$ cat config.mk
export PLATFORM = sky130hd
export DESIGN_NAME = ram_arbiter
export DESIGN_NICKNAME = d
export VERILOG_FILES = /design/src/rtl/ram_arbiter_pkg.sv /design/src/rtl/ram_arbiter_rd_return_pipe.sv /design/src/rtl/ram_arbiter.sv
export SDC_FILE = /design/constraint.sdc
export NUM_CORES = 1
export LEC_CHECK = 0
export ABC_AREA = 1
export CAP_MARGIN = 30
export CORE_MARGIN = 4
export CORE_UTILIZATION = 38
export CTS_CLUSTER_DIAMETER = 50
export DETAILED_ROUTE_END_ITERATION = 8
export PLACE_DENSITY = 0.86
export SYNTH_ARGS = -nofsm -noshare
export SYNTH_HDL_FRONTEND = slang
export SYNTH_HIERARCHICAL = 1
export SYNTH_SLANG_ARGS = --single-unit
$ cat constraint.sdc
create_clock -name sys_clk -period 3.7 [get_ports sys_clk]
set_input_delay 0.74 -clock sys_clk [delete_from_list [all_inputs] [get_ports sys_clk]]
set_output_delay 0.74 -clock sys_clk [all_outputs]
set_load 0.02 [all_outputs]
$ cat src/rtl/ram_arbiter_pkg.sv
// ram_arbiter_pkg
//   Shared types for the system RAM arbiter: grant selection, return-pipe
//   tag encoding and the legal RAM read latency range.
package ram_arbiter_pkg;

  // Which requester owns the RAM port in the current cycle.
  typedef enum logic [1:0] {
    GNT_NONE = 2'd0,
    GNT_CPU  = 2'd1,
    GNT_VID  = 2'd2
  } grant_e;

  // Owner of a read travelling through the return pipe.
  typedef enum logic {
    TAG_CPU = 1'b0,
    TAG_VID = 1'b1
  } tag_e;

  // Registered-read RAM latency supported by the return pipe.
  localparam int unsigned RAM_LATENCY_MIN = 1;
  localparam int unsigned RAM_LATENCY_MAX = 3;

endpackage

$ cat src/rtl/ram_arbiter_rd_return_pipe.sv
// rd_return_pipe
//   Delay line of {valid, tag} matching the RAM read latency, so the arbiter
//   knows which requester owns ram_rd_data in the cycle it becomes valid.
// Ports:
//   i_clk, i_rst   clock, asynchronous active-high reset (clears all stages)
//   i_valid        a read was issued to the RAM this cycle
//   i_tag          owner of that read
//   o_valid        ram_rd_data holds returned data this cycle
//   o_tag          owner of that returned data
module rd_return_pipe
  import ram_arbiter_pkg::*;
#(
  parameter int unsigned DEPTH = 1
) (
  input  logic i_clk,
  input  logic i_rst,
  input  logic i_valid,
  input  tag_e i_tag,
  output logic o_valid,
  output tag_e o_tag
);

  logic [DEPTH-1:0] r_valid;
  logic [DEPTH-1:0] r_tag;

  always_ff @(posedge i_clk or posedge i_rst) begin
    if (i_rst) begin
      r_valid <= '0;
      r_tag   <= '0;
    end else begin
      r_valid[0] <= i_valid;
      r_tag[0]   <= i_tag;
      for (int unsigned i = 1; i < DEPTH; i++) begin
        r_valid[i] <= r_valid[i-1];
        r_tag[i]   <= r_tag[i-1];
      end
    end
  end

  assign o_valid = r_valid[DEPTH-1];
  assign o_tag   = tag_e'(r_tag[DEPTH-1]);

endmodule

$ cat src/rtl/ram_arbiter.sv
// ram_arbiter
//   Shares the single-port system RAM between the CPU (one-cycle strobes,
//   ready handshake) and the video fetch (level request, ack/valid). Video
//   has fixed priority; a saturating wait counter forces a CPU grant after
//   MAX_CPU_WAIT lost cycles so the CPU cannot starve.
// Ports:
//   sys_clk, reset                         clock, async active-high reset
//   cpu_addr/cpu_rd_req/cpu_wr_en/cpu_wr_data  CPU request side
//   cpu_ready, cpu_rd_data                 CPU completion and read data
//   vid_addr, vid_rd_req                   video request side
//   vid_ack                                video address issued this cycle
//   vid_rd_valid, vid_rd_data              video read return (one-cycle pulse)
//   ram_addr/ram_wr_data/ram_wren          RAM command (combinational)
//   ram_rd_data                            RAM registered read data
module ram_arbiter
  import ram_arbiter_pkg::*;
#(
  parameter int unsigned ADDR_WIDTH   = 16,
  parameter int unsigned DATA_WIDTH   = 8,
  parameter int unsigned RAM_LATENCY  = 1,  // legal RAM_LATENCY_MIN..RAM_LATENCY_MAX
  parameter int unsigned MAX_CPU_WAIT = 4   // >= 1
) (
  input  logic                  sys_clk,
  input  logic                  reset,
  input  logic [ADDR_WIDTH-1:0] cpu_addr,
  input  logic                  cpu_rd_req,
  input  logic                  cpu_wr_en,
  input  logic [DATA_WIDTH-1:0] cpu_wr_data,
  output logic                  cpu_ready,
  output logic [DATA_WIDTH-1:0] cpu_rd_data,
  input  logic [ADDR_WIDTH-1:0] vid_addr,
  input  logic                  vid_rd_req,
  output logic                  vid_ack,
  output logic                  vid_rd_valid,
  output logic [DATA_WIDTH-1:0] vid_rd_data,
  output logic [ADDR_WIDTH-1:0] ram_addr,
  output logic [DATA_WIDTH-1:0] ram_wr_data,
  output logic                  ram_wren,
  input  logic [DATA_WIDTH-1:0] ram_rd_data
);

  localparam int unsigned        WAIT_W   = $clog2(MAX_CPU_WAIT + 1);
  localparam logic [WAIT_W-1:0]  WAIT_MAX = WAIT_W'(MAX_CPU_WAIT);

  logic                  r_cpu_pend;
  logic                  r_cpu_is_wr;
  logic                  r_cpu_ready;
  logic [WAIT_W-1:0]     r_wait;
  logic [DATA_WIDTH-1:0] r_cpu_rd_data;
  logic                  r_vid_rd_valid;
  logic [DATA_WIDTH-1:0] r_vid_rd_data;

  grant_e w_grant;
  logic   w_issue_valid;
  tag_e   w_issue_tag;
  logic   w_ret_valid;
  tag_e   w_ret_tag;
  logic   w_cpu_capture;

  // Grant is forced to NONE during reset so no write or ack leaks out
  // while the registers are being cleared.
  always_comb begin
    w_grant = GNT_NONE;
    if (!reset) begin
      if (r_cpu_pend && ((r_wait == WAIT_MAX) || !vid_rd_req)) begin
        w_grant = GNT_CPU;
      end else if (vid_rd_req) begin
        w_grant = GNT_VID;
      end
    end
  end

  always_comb begin
    ram_addr      = cpu_addr;
    ram_wren      = 1'b0;
    vid_ack       = 1'b0;
    w_issue_valid = 1'b0;
    w_issue_tag   = TAG_CPU;
    unique case (w_grant)
      GNT_CPU: begin
        ram_wren      = r_cpu_is_wr;
        w_issue_valid = !r_cpu_is_wr;
      end
      GNT_VID: begin
        ram_addr      = vid_addr;
        vid_ack       = 1'b1;
        w_issue_valid = 1'b1;
        w_issue_tag   = TAG_VID;
      end
      default: ;
    endcase
  end

  assign ram_wr_data = cpu_wr_data;

  // cpu_ready is low exactly while an access is pending or in flight, so it
  // doubles as the "accept a new strobe" condition.
  assign w_cpu_capture = r_cpu_ready && (cpu_rd_req || cpu_wr_en);

  rd_return_pipe #(
    .DEPTH (RAM_LATENCY)
  ) u_rd_return_pipe (
    .i_clk   (sys_clk),
    .i_rst   (reset),
    .i_valid (w_issue_valid),
    .i_tag   (w_issue_tag),
    .o_valid (w_ret_valid),
    .o_tag   (w_ret_tag)
  );

  always_ff @(posedge sys_clk or posedge reset) begin
    if (reset) begin
      r_cpu_pend    <= 1'b0;
      r_cpu_is_wr   <= 1'b0;
      r_cpu_ready   <= 1'b1;
      r_wait        <= '0;
      r_cpu_rd_data <= '0;
    end else begin
      if (w_cpu_capture) begin
        r_cpu_pend  <= 1'b1;
        r_cpu_is_wr <= cpu_wr_en;  // write wins when both strobes are high
        r_cpu_ready <= 1'b0;
        r_wait      <= '0;
      end else if (w_grant == GNT_CPU) begin
        r_cpu_pend <= 1'b0;
        r_wait     <= '0;
        if (r_cpu_is_wr) begin
          r_cpu_ready <= 1'b1;
        end
      end else if (r_cpu_pend && (w_grant == GNT_VID) && (r_wait != WAIT_MAX)) begin
        r_wait <= r_wait + WAIT_W'(1);
      end

      // Only one CPU access exists at a time, so a CPU return never
      // coincides with a capture or a CPU grant.
      if (w_ret_valid && (w_ret_tag == TAG_CPU)) begin
        r_cpu_rd_data <= ram_rd_data;
        r_cpu_ready   <= 1'b1;
      end
    end
  end

  always_ff @(posedge sys_clk or posedge reset) begin
    if (reset) begin
      r_vid_rd_valid <= 1'b0;
      r_vid_rd_data  <= '0;
    end else begin
      r_vid_rd_valid <= w_ret_valid && (w_ret_tag == TAG_VID);
      if (w_ret_valid && (w_ret_tag == TAG_VID)) begin
        r_vid_rd_data <= ram_rd_data;
      end
    end
  end

  assign cpu_ready    = r_cpu_ready;
  assign cpu_rd_data  = r_cpu_rd_data;
  assign vid_rd_valid = r_vid_rd_valid;
  assign vid_rd_data  = r_vid_rd_data;

endmodule

==> metrics.md <==
| Metric | Value |
|---|---|
| Arr. time, crit path | around 2.8 ns |
| GRT Residual Overflow | 0 |
| Slowest stage cell, crit path | clkdlybuf4s50_1 |
| DIE WIDTH | about 69 µm |
| Initial antenna violation count | 0 |
| Reg power frac | 0.353 |
| Fin util | 0.646 |
| DR vias | ~1300 |
| Ratio of final minimum period to clock period | 0.942 |
| Synth Area in XOR/XNOR | 0 |
| Iter 0 DRT Violations | 27 |
| Total track usage | 0.144 |
| Initial core utilization | 0.405 |
| Sw Share | 0.385 |
| Max Cap Violations | 0 |
| WL/cell | 11.5 µm |
| Post-CTS setup buffers | 0 |
| Antenna Violating Nets Remaining | 0 |
| Worst-path clk slew | approximately 0.10 ns |
| Num CTS Buffers | 3 |
| CTS H-tree lvls | 1 |
| CP Cell Sequence | clkdlybuf4s50_1, a21oi_2, inv_1, nor2_2, inv_2, ha_1, inv_2, nand2_1, nand2_1, clkdlybuf4s50_1 |
| Syn. warnings | 6 |
| Clock power frac | 0.137 |
| Dpl cells | approximately 300 |
| Drt drc | 0 |
| Multiplexer share of the synthesized area | 0 |
| Die area | 0.00470 mm² |
| CTS root buf | clkbuf_8 |
| Area grow syn2layout | 59.4% |
| Nature of the critical path endpoint | primary output |
| Worst path max stage delay | a little over 0.6 ns |
| Post-Synth Adder-Cell Area | 0.0359 |
| Comb pwr share | 0.510 |
| CP bufs+invs | 5 |
| Placement row count | 21 |
| Fmax | ~290 MHz |
| Switching power total | 0.488 mW |
| Cells after Synth | around 180 |
| Post-route clock skew | ~0.0094 ns |
| Clk_lat worst skew | approximately 0.28 ns |
| Worst path required time | just under 3 ns |
| Worst Hold Class | reg -> reg |
| Core area | 0.00344 mm² |
| Antenna cells | 0 |
| #FFs+latches synth | 25 |
| Initial DRT Pass Iterations | 4 |
| PD cells | approximately 570 mW/mm² |
| Post-synthesis sequential area ratio | 0.450 |
| Final-report setup violation count | 0 |
| GPL Wtd Cong | 0.743 |
| Drt total wl | between 3000 and 4000 µm |
| Leakage | about 1.1 nW |
| Slew Viols, Final | 0 |
| Design area | ~0.0022 mm² |
| Global-route wire length before repair | just over 5000 µm |
| Crit path max-delay family | buffers and inverters |
| Final setup TNS | 0 ns |
| Slew HR | 0.740 |
| CTS Hold Bufs | 0 |
| Height of the die | about 70 µm |
| Simple-gate share of the synthesized area | 0.269 |
| CTS tree | built |
| Vias in the first global route | between 1000 and 1500 |
| Fin crit period | between 3 and 4 ns |
| Buffers on Ports | 80 |
| Startpoint type of the worst setup path | input port |
| DP HPWL | about 2800 µm |
| RSZ-0062 raised after global routing | false |
| Synthesized net count | around 240 |
| Worst Hold Slack | approximately 0.5 ns |
| Internal power | between 0.7 and 0.8 mW |
| Worst Max-Slew Pin Slew | between 0.3 and 0.4 ns |
| VDD IR max | between 0.3 and 0.4 mV |
| Status | finished, final reports clean |
| Mapped Avg Cell Area | about 7.7 µm² |
| Vias per std cell | about 4.4 |
| Area after DPL | about 0.0022 mm² |
| Post-synth cell types | 22 |
| Synth Cell Area | 0.00139 mm² |
| Ports | 97 |
| Post_cts resized | 0 |
| Clock Path Buffers | 2 |
| Complex-gate fraction of the synthesized area | 0.0996 |
| Largest net degree at the start of global routing | 24 |
| Main combinational cell family by area after synthesis | simple AND/OR/NAND/NOR gates |
| Crit-path max FO | 16 |
| Crit Path Class | in -> out |
| Sink Count | 25 |
| Final non-filler cell total | roughly 300 |
| Final net count | 313 |
| Final hold violation count | 0 |
| Layout cells sized above 1 | 0.102 |
power groups by stage:
stage	logic, mW	registers [mW]	clock network [mW]
after floorplan	0.245	0.557	0
after global placement	0.643	0.449	0
after detailed placement	0.658	0.452	0
after CTS	0.658	0.450	0.174
after global routing	0.703	0.465	0.189
final	0.647	0.448	0.174
metrics by stage:
stage | setup WS (ns) | total power [mW]
4_1_cts | 0.193 | 1.28
2_1_floorplan | 0.583 | 0.803
6_report | 0.213 | 1.27
5_1_grt | 0.0920 | 1.36
3_3_place_gp | 0.265 | 1.09
3_5_place_dp | 0.193 | 1.11
registers in the layout (all words and copies together) (netlist names):
name / count
cpu_rd_data: 8
vid_rd_data: 8
r_wait: 3
cpu_ready: 1
r_cpu_is_wr: 1
r_cpu_pend: 1
u_rd_return_pipe/o_tag: 1
u_rd_return_pipe/o_valid: 1
vid_rd_valid: 1
per-layer routing:
metal | track usage | vias to the layer above | part of all wire | wire (µm)
met5 | 0 | - | 0 | 0
met4 | 0.0546 | 0 | 0.013 | 44
met3 | 0.0535 | 5 | 0.13 | 454
met2 | 0.248 | 56 | 0.47 | 1640
met1 | 0.160 | 572 | 0.38 | 1320
li1 | - | 686 | - | -
cell families after synthesis:
kind of cell | Yosys count
and+or+nand+nor | 92
adders and majority gates | 4
AOI/OAI and AO/OA | 21
buffers and inverters | 39
DFF | 25
cell type report:
| class | instances | area [µm²] |
|---|---|---|
| Clock buffer | 3 | 41.3 |
| Clock inverter | 1 | 8.76 |
| Fill cell | 292 | 1220 |
| Inverter | 26 | 100 |
| Multi-Input combinational cell | 117 | 564 |
| Sequential cell | 25 | 627 |
| Tap cell | 46 | 57.6 |
| Timing Repair Buffer | 83 | 823 |
synth_stat cells:
master	number	area share
dfstp_2	1	0.019
nor2_1	8	0.022
a21oi_1	2	0.0072
buf_6	2	0.016
buf_2	1	0.0036
inv_2	2	0.0054
ha_1	4	0.036
nand3_1	3	0.011
nand3_2	1	0.0072
nor2_2	1	0.0045
o21ai_0	1	0.0036
nand4_1	1	0.0045
inv_4	1	0.0045
o21ai_1	9	0.032
a21oi_2	1	0.0063
nand2_4	1	0.0081
inv_1	23	0.062
dfrtp_1	24	0.43
o21ai_2	8	0.050
buf_4	10	0.054
nand2_1	74	0.20
nand2_2	3	0.013
worst min-delay path: stages (launching register included):
cell     delay (ns)
dfrtp_1        0.36
nand2_1        0.06
o21ai_2        0.05
worst paths after layout:
kind                                             from  cells after the start  slack (ns)                               end
setup reg to reg                r_wait[0]$_DFFE_PP0P_                     14        1.72             r_wait[1]$_DFFE_PP0P_
hold / removal             vid_rd_data[4]$_DFFE_PP0P_                      2        0.49        vid_rd_data[4]$_DFFE_PP0P_
setup / recovery                           vid_rd_req                     10        0.21                       ram_addr[3]
hold reg to reg            vid_rd_data[4]$_DFFE_PP0P_                      2        0.49        vid_rd_data[4]$_DFFE_PP0P_
min in group asynchronous                       reset                      2        0.67  u_rd_return_pipe/o_tag$_DFF_PP0_
max in group asynchronous                       reset                      3        2.51             cpu_ready$_DFFE_PP1P_
cells in the final DEF, fill, tap and decap left out:
master           netlist  final
inv_6                  0      1
inv_4                  1      1
nand3_2                1      1
inv_2                  2      2
nand2_2                3      3
nand4_1                1      1
nor2_1                 8      8
o21ai_1                9      9
o21ai_0                1      1
clkbuf_8               0      3
nor2_2                 1      1
a21oi_2                1      1
dfstp_2                1      1
o21ai_2                8      8
ha_1                   4      4
nand2_4                1      1
nand3_1                3      3
dfrtp_1               24     24
a21oi_1                2      2
clkdlybuf4s50_1        0     80
buf_4                 10      3
inv_1                 23     23
nand2_1               74     74
Note: power is estimated with default switching activity, not from simulation.
